<file path="config.mk">
export PLATFORM = sky130hd
export DESIGN_NAME = alu_rr_scheduler
export DESIGN_NICKNAME = d
export VERILOG_FILES = /design/src/rtl/alu_pkg.sv /design/src/rtl/alu_4bit.sv /design/src/rtl/rr_arbiter.sv /design/src/rtl/alu_rr_scheduler.sv
export SDC_FILE = /design/constraint.sdc
export NUM_CORES = 1
export LEC_CHECK = 0
export ABC_AREA = 0
export ABC_CLOCK_PERIOD_IN_PS = 8000
export BUFFER_PORTS_ARGS = -buffer_cell sky130_fd_sc_hd__buf_2
export CAP_MARGIN = 25
export CORE_MARGIN = 2
export CORE_UTILIZATION = 60
export CTS_CLUSTER_DIAMETER = 60
export DETAILED_ROUTE_END_ITERATION = 6
export PLACE_DENSITY = 0.88
export SYNTH_ARGS = -nofsm -noshare
export SYNTH_HDL_FRONTEND = slang
export SYNTH_SLANG_ARGS = --single-unit
</file>
<file path="constraint.sdc">
create_clock -name clk -period 8 [get_ports clk]
set_clock_uncertainty 0.05 [all_clocks]
set_input_delay 0.4 -clock clk [delete_from_list [all_inputs] [get_ports clk]]
set_output_delay 0.4 -clock clk [all_outputs]
set_load 0.005 [all_outputs]
</file>
<file path="src/rtl/alu_pkg.sv">
// Shared opcode encodings, scheduler FSM states and divide-by-zero helpers
// for the round-robin ALU scheduler.
package alu_pkg;

  localparam logic [1:0] ADD = 2'b00;
  localparam logic [1:0] SUB = 2'b01;
  localparam logic [1:0] MUL = 2'b10;
  localparam logic [1:0] DIV = 2'b11;

  localparam logic [3:0] DIV_ZERO_RESULT = 4'hF;

  typedef enum logic [1:0] {
    IDLE = 2'b00,
    EXEC = 2'b01,
    RESP = 2'b10
  } state_t;

  function automatic logic is_div_zero(input logic [1:0] op, input logic [3:0] b);
    return (op == DIV) && (b == 4'h0);
  endfunction

endpackage

</file>
<file path="src/rtl/alu_4bit.sv">
// Combinational 4-bit ALU: ADD/SUB/MUL/DIV, all results modulo 16.
// Division by zero yields a defined value so nothing downstream sees X.
module alu_4bit
  import alu_pkg::*;
(
  input  logic [1:0] op,
  input  logic [3:0] a,
  input  logic [3:0] b,
  output logic [3:0] f
);

  logic [7:0] prod_s;

  assign prod_s = {4'h0, a} * {4'h0, b};

  // Opcode decode into the 4-bit result.
  always_comb begin
    f = 4'h0;
    case (op)
      ADD: f = a + b;
      SUB: f = a - b;
      MUL: f = prod_s[3:0];
      DIV: begin
        if (b == 4'h0) begin
          f = DIV_ZERO_RESULT;
        end else begin
          f = a / b;
        end
      end
      default: f = 4'h0;
    endcase
  end

endmodule

</file>
<file path="src/rtl/rr_arbiter.sv">
// Combinational round-robin arbiter: first asserted request at or after ptr,
// wrapping modulo N_REQ. The pointer itself is owned by the caller.
module rr_arbiter #(
  parameter int N_REQ = 4,
  parameter int ID_W  = 2
) (
  input  logic [N_REQ-1:0] req,
  input  logic [ID_W-1:0]  ptr,
  output logic [N_REQ-1:0] gnt,
  output logic [ID_W-1:0]  idx,
  output logic             any
);

  logic [ID_W-1:0] cand_s;

  // Rotating priority search starting at ptr.
  always_comb begin
    gnt    = {N_REQ{1'b0}};
    idx    = {ID_W{1'b0}};
    any    = 1'b0;
    cand_s = {ID_W{1'b0}};
    for (int k = 0; k < N_REQ; k++) begin
      cand_s = ID_W'((int'(ptr) + k) % N_REQ);
      if (!any && req[cand_s]) begin
        any         = 1'b1;
        gnt[cand_s] = 1'b1;
        idx         = cand_s;
      end else begin
        any = any;
      end
    end
  end

endmodule

</file>
<file path="src/rtl/alu_rr_scheduler.sv">
// Shares one alu_4bit among N_REQ requesters: round-robin grant in IDLE,
// one execute cycle, then a held valid/ready response tagged with the ID.
module alu_rr_scheduler
  import alu_pkg::*;
#(
  parameter int N_REQ = 4,
  parameter int ID_W  = 2
) (
  input  logic                 clk,
  input  logic                 rst,
  input  logic [N_REQ-1:0]     req_valid,
  output logic [N_REQ-1:0]     req_ready,
  input  logic [2*N_REQ-1:0]   req_op,
  input  logic [4*N_REQ-1:0]   req_a,
  input  logic [4*N_REQ-1:0]   req_b,
  output logic                 rsp_valid,
  input  logic                 rsp_ready,
  output logic [ID_W-1:0]      rsp_id,
  output logic [3:0]           rsp_f,
  output logic                 rsp_err,
  output logic                 busy
);

  localparam logic [ID_W-1:0] LAST_ID = ID_W'(N_REQ - 1);

  state_t          state_r;
  logic [ID_W-1:0] ptr_r;
  logic [ID_W-1:0] id_r;
  logic [1:0]      op_r;
  logic [3:0]      a_r;
  logic [3:0]      b_r;
  logic            rsp_valid_r;
  logic [ID_W-1:0] rsp_id_r;
  logic [3:0]      rsp_f_r;
  logic            rsp_err_r;

  logic [N_REQ-1:0] gnt_s;
  logic [ID_W-1:0]  idx_s;
  logic             any_s;
  logic [1:0]       sel_op_s;
  logic [3:0]       sel_a_s;
  logic [3:0]       sel_b_s;
  logic [3:0]       alu_f_s;

  rr_arbiter #(
    .N_REQ (N_REQ),
    .ID_W  (ID_W)
  ) u_arb (
    .req (req_valid),
    .ptr (ptr_r),
    .gnt (gnt_s),
    .idx (idx_s),
    .any (any_s)
  );

  alu_4bit u_alu (
    .op (op_r),
    .a  (a_r),
    .b  (b_r),
    .f  (alu_f_s)
  );

  // Grant-driven payload mux from the packed requester buses.
  always_comb begin
    sel_op_s = 2'b00;
    sel_a_s  = 4'h0;
    sel_b_s  = 4'h0;
    for (int i = 0; i < N_REQ; i++) begin
      if (gnt_s[i]) begin
        sel_op_s = req_op[2*i +: 2];
        sel_a_s  = req_a[4*i +: 4];
        sel_b_s  = req_b[4*i +: 4];
      end else begin
        sel_op_s = sel_op_s;
      end
    end
  end

  // Scheduler FSM with latched operation and registered response.
  always_ff @(posedge clk) begin
    if (rst) begin
      state_r     <= IDLE;
      ptr_r       <= {ID_W{1'b0}};
      id_r        <= {ID_W{1'b0}};
      op_r        <= 2'b00;
      a_r         <= 4'h0;
      b_r         <= 4'h0;
      rsp_valid_r <= 1'b0;
      rsp_id_r    <= {ID_W{1'b0}};
      rsp_f_r     <= 4'h0;
      rsp_err_r   <= 1'b0;
    end else begin
      case (state_r)
        IDLE: begin
          if (any_s) begin
            op_r    <= sel_op_s;
            a_r     <= sel_a_s;
            b_r     <= sel_b_s;
            id_r    <= idx_s;
            ptr_r   <= (idx_s == LAST_ID) ? {ID_W{1'b0}} : idx_s + 1'b1;
            state_r <= EXEC;
          end else begin
            state_r <= IDLE;
          end
        end
        EXEC: begin
          // The divide-by-zero guard overrides the ALU so the flag and value agree.
          if (is_div_zero(op_r, b_r)) begin
            rsp_f_r   <= DIV_ZERO_RESULT;
            rsp_err_r <= 1'b1;
          end else begin
            rsp_f_r   <= alu_f_s;
            rsp_err_r <= 1'b0;
          end
          rsp_id_r    <= id_r;
          rsp_valid_r <= 1'b1;
          state_r     <= RESP;
        end
        RESP: begin
          if (rsp_ready) begin
            rsp_valid_r <= 1'b0;
            state_r     <= IDLE;
          end else begin
            state_r <= RESP;
          end
        end
        default: begin
          rsp_valid_r <= 1'b0;
          state_r     <= IDLE;
        end
      endcase
    end
  end

  assign req_ready = (state_r == IDLE) ? gnt_s : {N_REQ{1'b0}};
  assign busy      = (state_r != IDLE);
  assign rsp_valid = rsp_valid_r;
  assign rsp_id    = rsp_id_r;
  assign rsp_f     = rsp_f_r;
  assign rsp_err   = rsp_err_r;

endmodule
</file>
==> flow_summary.ini <==
[outcome]
outcome = completed

[logic_synthesis]
yosysWarningCount = 0
synth_compound_area_share_pct = 26.6
synth_seq_cells = 24
synth_area_leaders = dfxtp_1 (18%), ha_1 (13%), nor2_1 (5.8%), a2111o_1 (5.0%), inv_1 (3.6%)
synth_common_cells = nor2_1 (42), ha_1 (28), inv_1 (26), nand2_1 (26), dfxtp_1 (24)
synth_fa_ha_area_share_pct = 13.6
ys_seq_area_share_pct = 17.7
synth_cells = 346
synthMuxAreaShare_pct = 7.87
synth-simple-area-share_pct = 21.4
yosysTopAreaCell = dfxtp_1
synth_nets = 422
synth_edf_count = 0
synth_ff_type = dfxtp_1
synthArstFlopShare_pct = 0
synth.most_common_cell = nor2_1
syn_area_um2 = 2720
synth_top_family_by_area = compound AO/OA/AOI/OAI gates
avgSynthCellArea_um2 = 7.86
synth_cell_type_count = 46
synth-xor-area-share_pct = 4.37
synth_top_area_share_pct = 17.7

[finish]
layout.nets = 462
finalInstanceArea_um2 = 3040
final_cells = 437
num_antenna_cells = 0
fillCellCount = 349
drive_gt1_share_pct = 20.8
synthToLayoutAreaGrowth_pct = 11.7

[power_and_ir_drop]
leakage_nw = 1.38
p_per_area_nw_per_um2 = 360
ir_drop_mv = 0.191

[die]
die_area_um2 = 5090
initial_core_util_pct = 62.4
core_area_um2 = 4350
die_w_um = 71.3
rows = 24
die_y_um = 71.3
pin_count = 60

[sta]
tightest_slew_ps = 874
finalSetupViolCount = 0
final-hold-violation-count = 0
period_share_pct = 60.6
max-slew-margin-rel_pct = 41.5
maxSlewViolCount = 0
clock.fmax_mhz = 206
rsz0062_at_grt = false
layout_min_cycle_time_ps = 4850
fin_tns_setup_ps = 0

[critical_path]
cp.required_ps = 8090
critPathKind = flop to flop
cp-start-kind = flop
path_max_fanout = 9
endpoint_kind = flop
cp.arrival_ps = 4940

[run]
drv_cap = 0

[drt]
num_vias = 2785
antenna_left = 0
drc = 0
finalWirelength_um = 6880
detail_route.wl_per_cell_um = 15.7
drtIter0Drc = 214
first_pass_iters = 5
viasPerCell = 6.37

[clock_tree]
hold_buffers = 0
htreeDepth = 1
clock_latency_ps = 270
cts_setup_buffers = 0
clockBufferDepth = 2
cts_made_buffers = 3
cts_resized = 0
cts_tree = yes
cts_root_buffer = clkbuf_8
path_clk_slew_ps = 100
cts_num_sinks = 24

[placed_design]
dp_cells = 433
gp_congestion = 0.910
portBuffers = 59
place_area_um2 = 2970
dp_hpwl_um = 5060

[min_path]
hold_path.class = input port to flop

[grt]
antenna_found_initial = 0
grt_pass1_vias = 2619
grt_max_degree = 36
grt_overflow = 0
track_usage_pct = 27.0
grt_pass1_wl_um = 11500
-- cells by family after synthesis --
| group | after synthesis |
|---|---|
| adder cells (fa/ha/maj) | 29 |
| multiplexers | 17 |
| AND/OR/NAND/NOR | 115 |
| flip-flops | 24 |
| buffers and inverters | 53 |
| XOR/XNOR | 12 |
| AO/OA/AOI/OAI | 96 |
-- power breakdown --
group / leakage, nW / internal (W) / switching (W)
Combinational: 1.14 / 0.000373 / 0.000406
Sequential: 0.198 / 0.000149 / 0.0000560
Clock: 0.0357 / 0.0000669 / 0.0000422
-- sequential cells by signal, indices dropped and copies added, names as in the netlist --
name       flops
state_r        2
rsp_f          4
id_r           2
rsp_valid      1
rsp_err        1
op_r           2
a_r            4
rsp_id         2
ptr_r          2
b_r            4
-- final timing paths --
| check | startpoint | to | slack [ps] | depth (start not counted) |
|---|---|---|---|---|
| worst min-delay path | rsp_ready | rsp_valid | 390 | 4 |
| worst max-delay path | b_r[0] | rsp_f[0] | 3150 | 18 |
| worst min register to register | rsp_valid | rsp_valid | 450 | 2 |
| worst max register to register | b_r[0] | rsp_f[0] | 3150 | 18 |
-- cell usage in the layout, fill, tap and decap left out, types with 4 or more instances in the layout --
cell type	n
nor2b_1	7
nor2_1	42
nand2_1	26
buf_2	60
nor3_1	5
ha_1	28
xnor2_1	11
inv_1	26
a2111o_1	12
a21o_1	4
or3_1	6
a211oi_1	7
mux2i_1	9
a21oi_1	15
o22ai_1	11
a221oi_1	11
o21ai_0	10
nor3b_1	12
mux2_2	5
dfxtp_1	24
nand3b_1	4
a2bb2oi_1	11
-- through the flow --
stage	setup WS (ps)	utilization (%)	hold slack (ps)	total power (W)
after global placement	3400	68.0	427	0.000938
after detailed placement	3200	68.1	430	0.000971
final	3150	69.8	392	0.00109
after CTS	3190	69.8	394	0.00108
after global routing	2730	69.8	407	0.00120
after floorplan	3630	-	404	0.000817
-- per-layer routing --
| layer | GRT usage (%) | share of wire (%) | up-vias |
|---|---|---|---|
| li1 | - | - | 1344 |
| met1 | 35.3 | 43 | 1313 |
| met2 | 46.5 | 49 | 108 |
| met3 | 3.23 | 5.4 | 20 |
| met4 | 8.18 | 2.6 | 0 |
| met5 | 0 | 0 | - |
-- final cells by class --
cell class	instances	area, um2	area share [%]
multi-input cells	269	2010	66.1
inverters	26	97.6	3.21
repair buffers	62	315	10.4
clock inverters	1	30.0	0.988
well taps	52	65.1	2.14
clock buffers	3	41.3	1.36
flip-flops and latches	24	480	15.8
-- critical path, stage by stage (launching register included) --
cell and delay [ps]:
dfxtp_1 510, inv_1 170, ha_1 320, o211ai_1 250, nand2_1 80, o21ai_0 120, ha_1 290, o21a_1 120
o21ai_0 330, mux2_2 400, ha_1 300, o21ai_0 80, a21oi_1 350, mux2_2 390, ha_1 270, a21o_1 160
a221oi_1 240, o221a_2 230, nor3_1 50
Power figures use the tool's default switching activity.
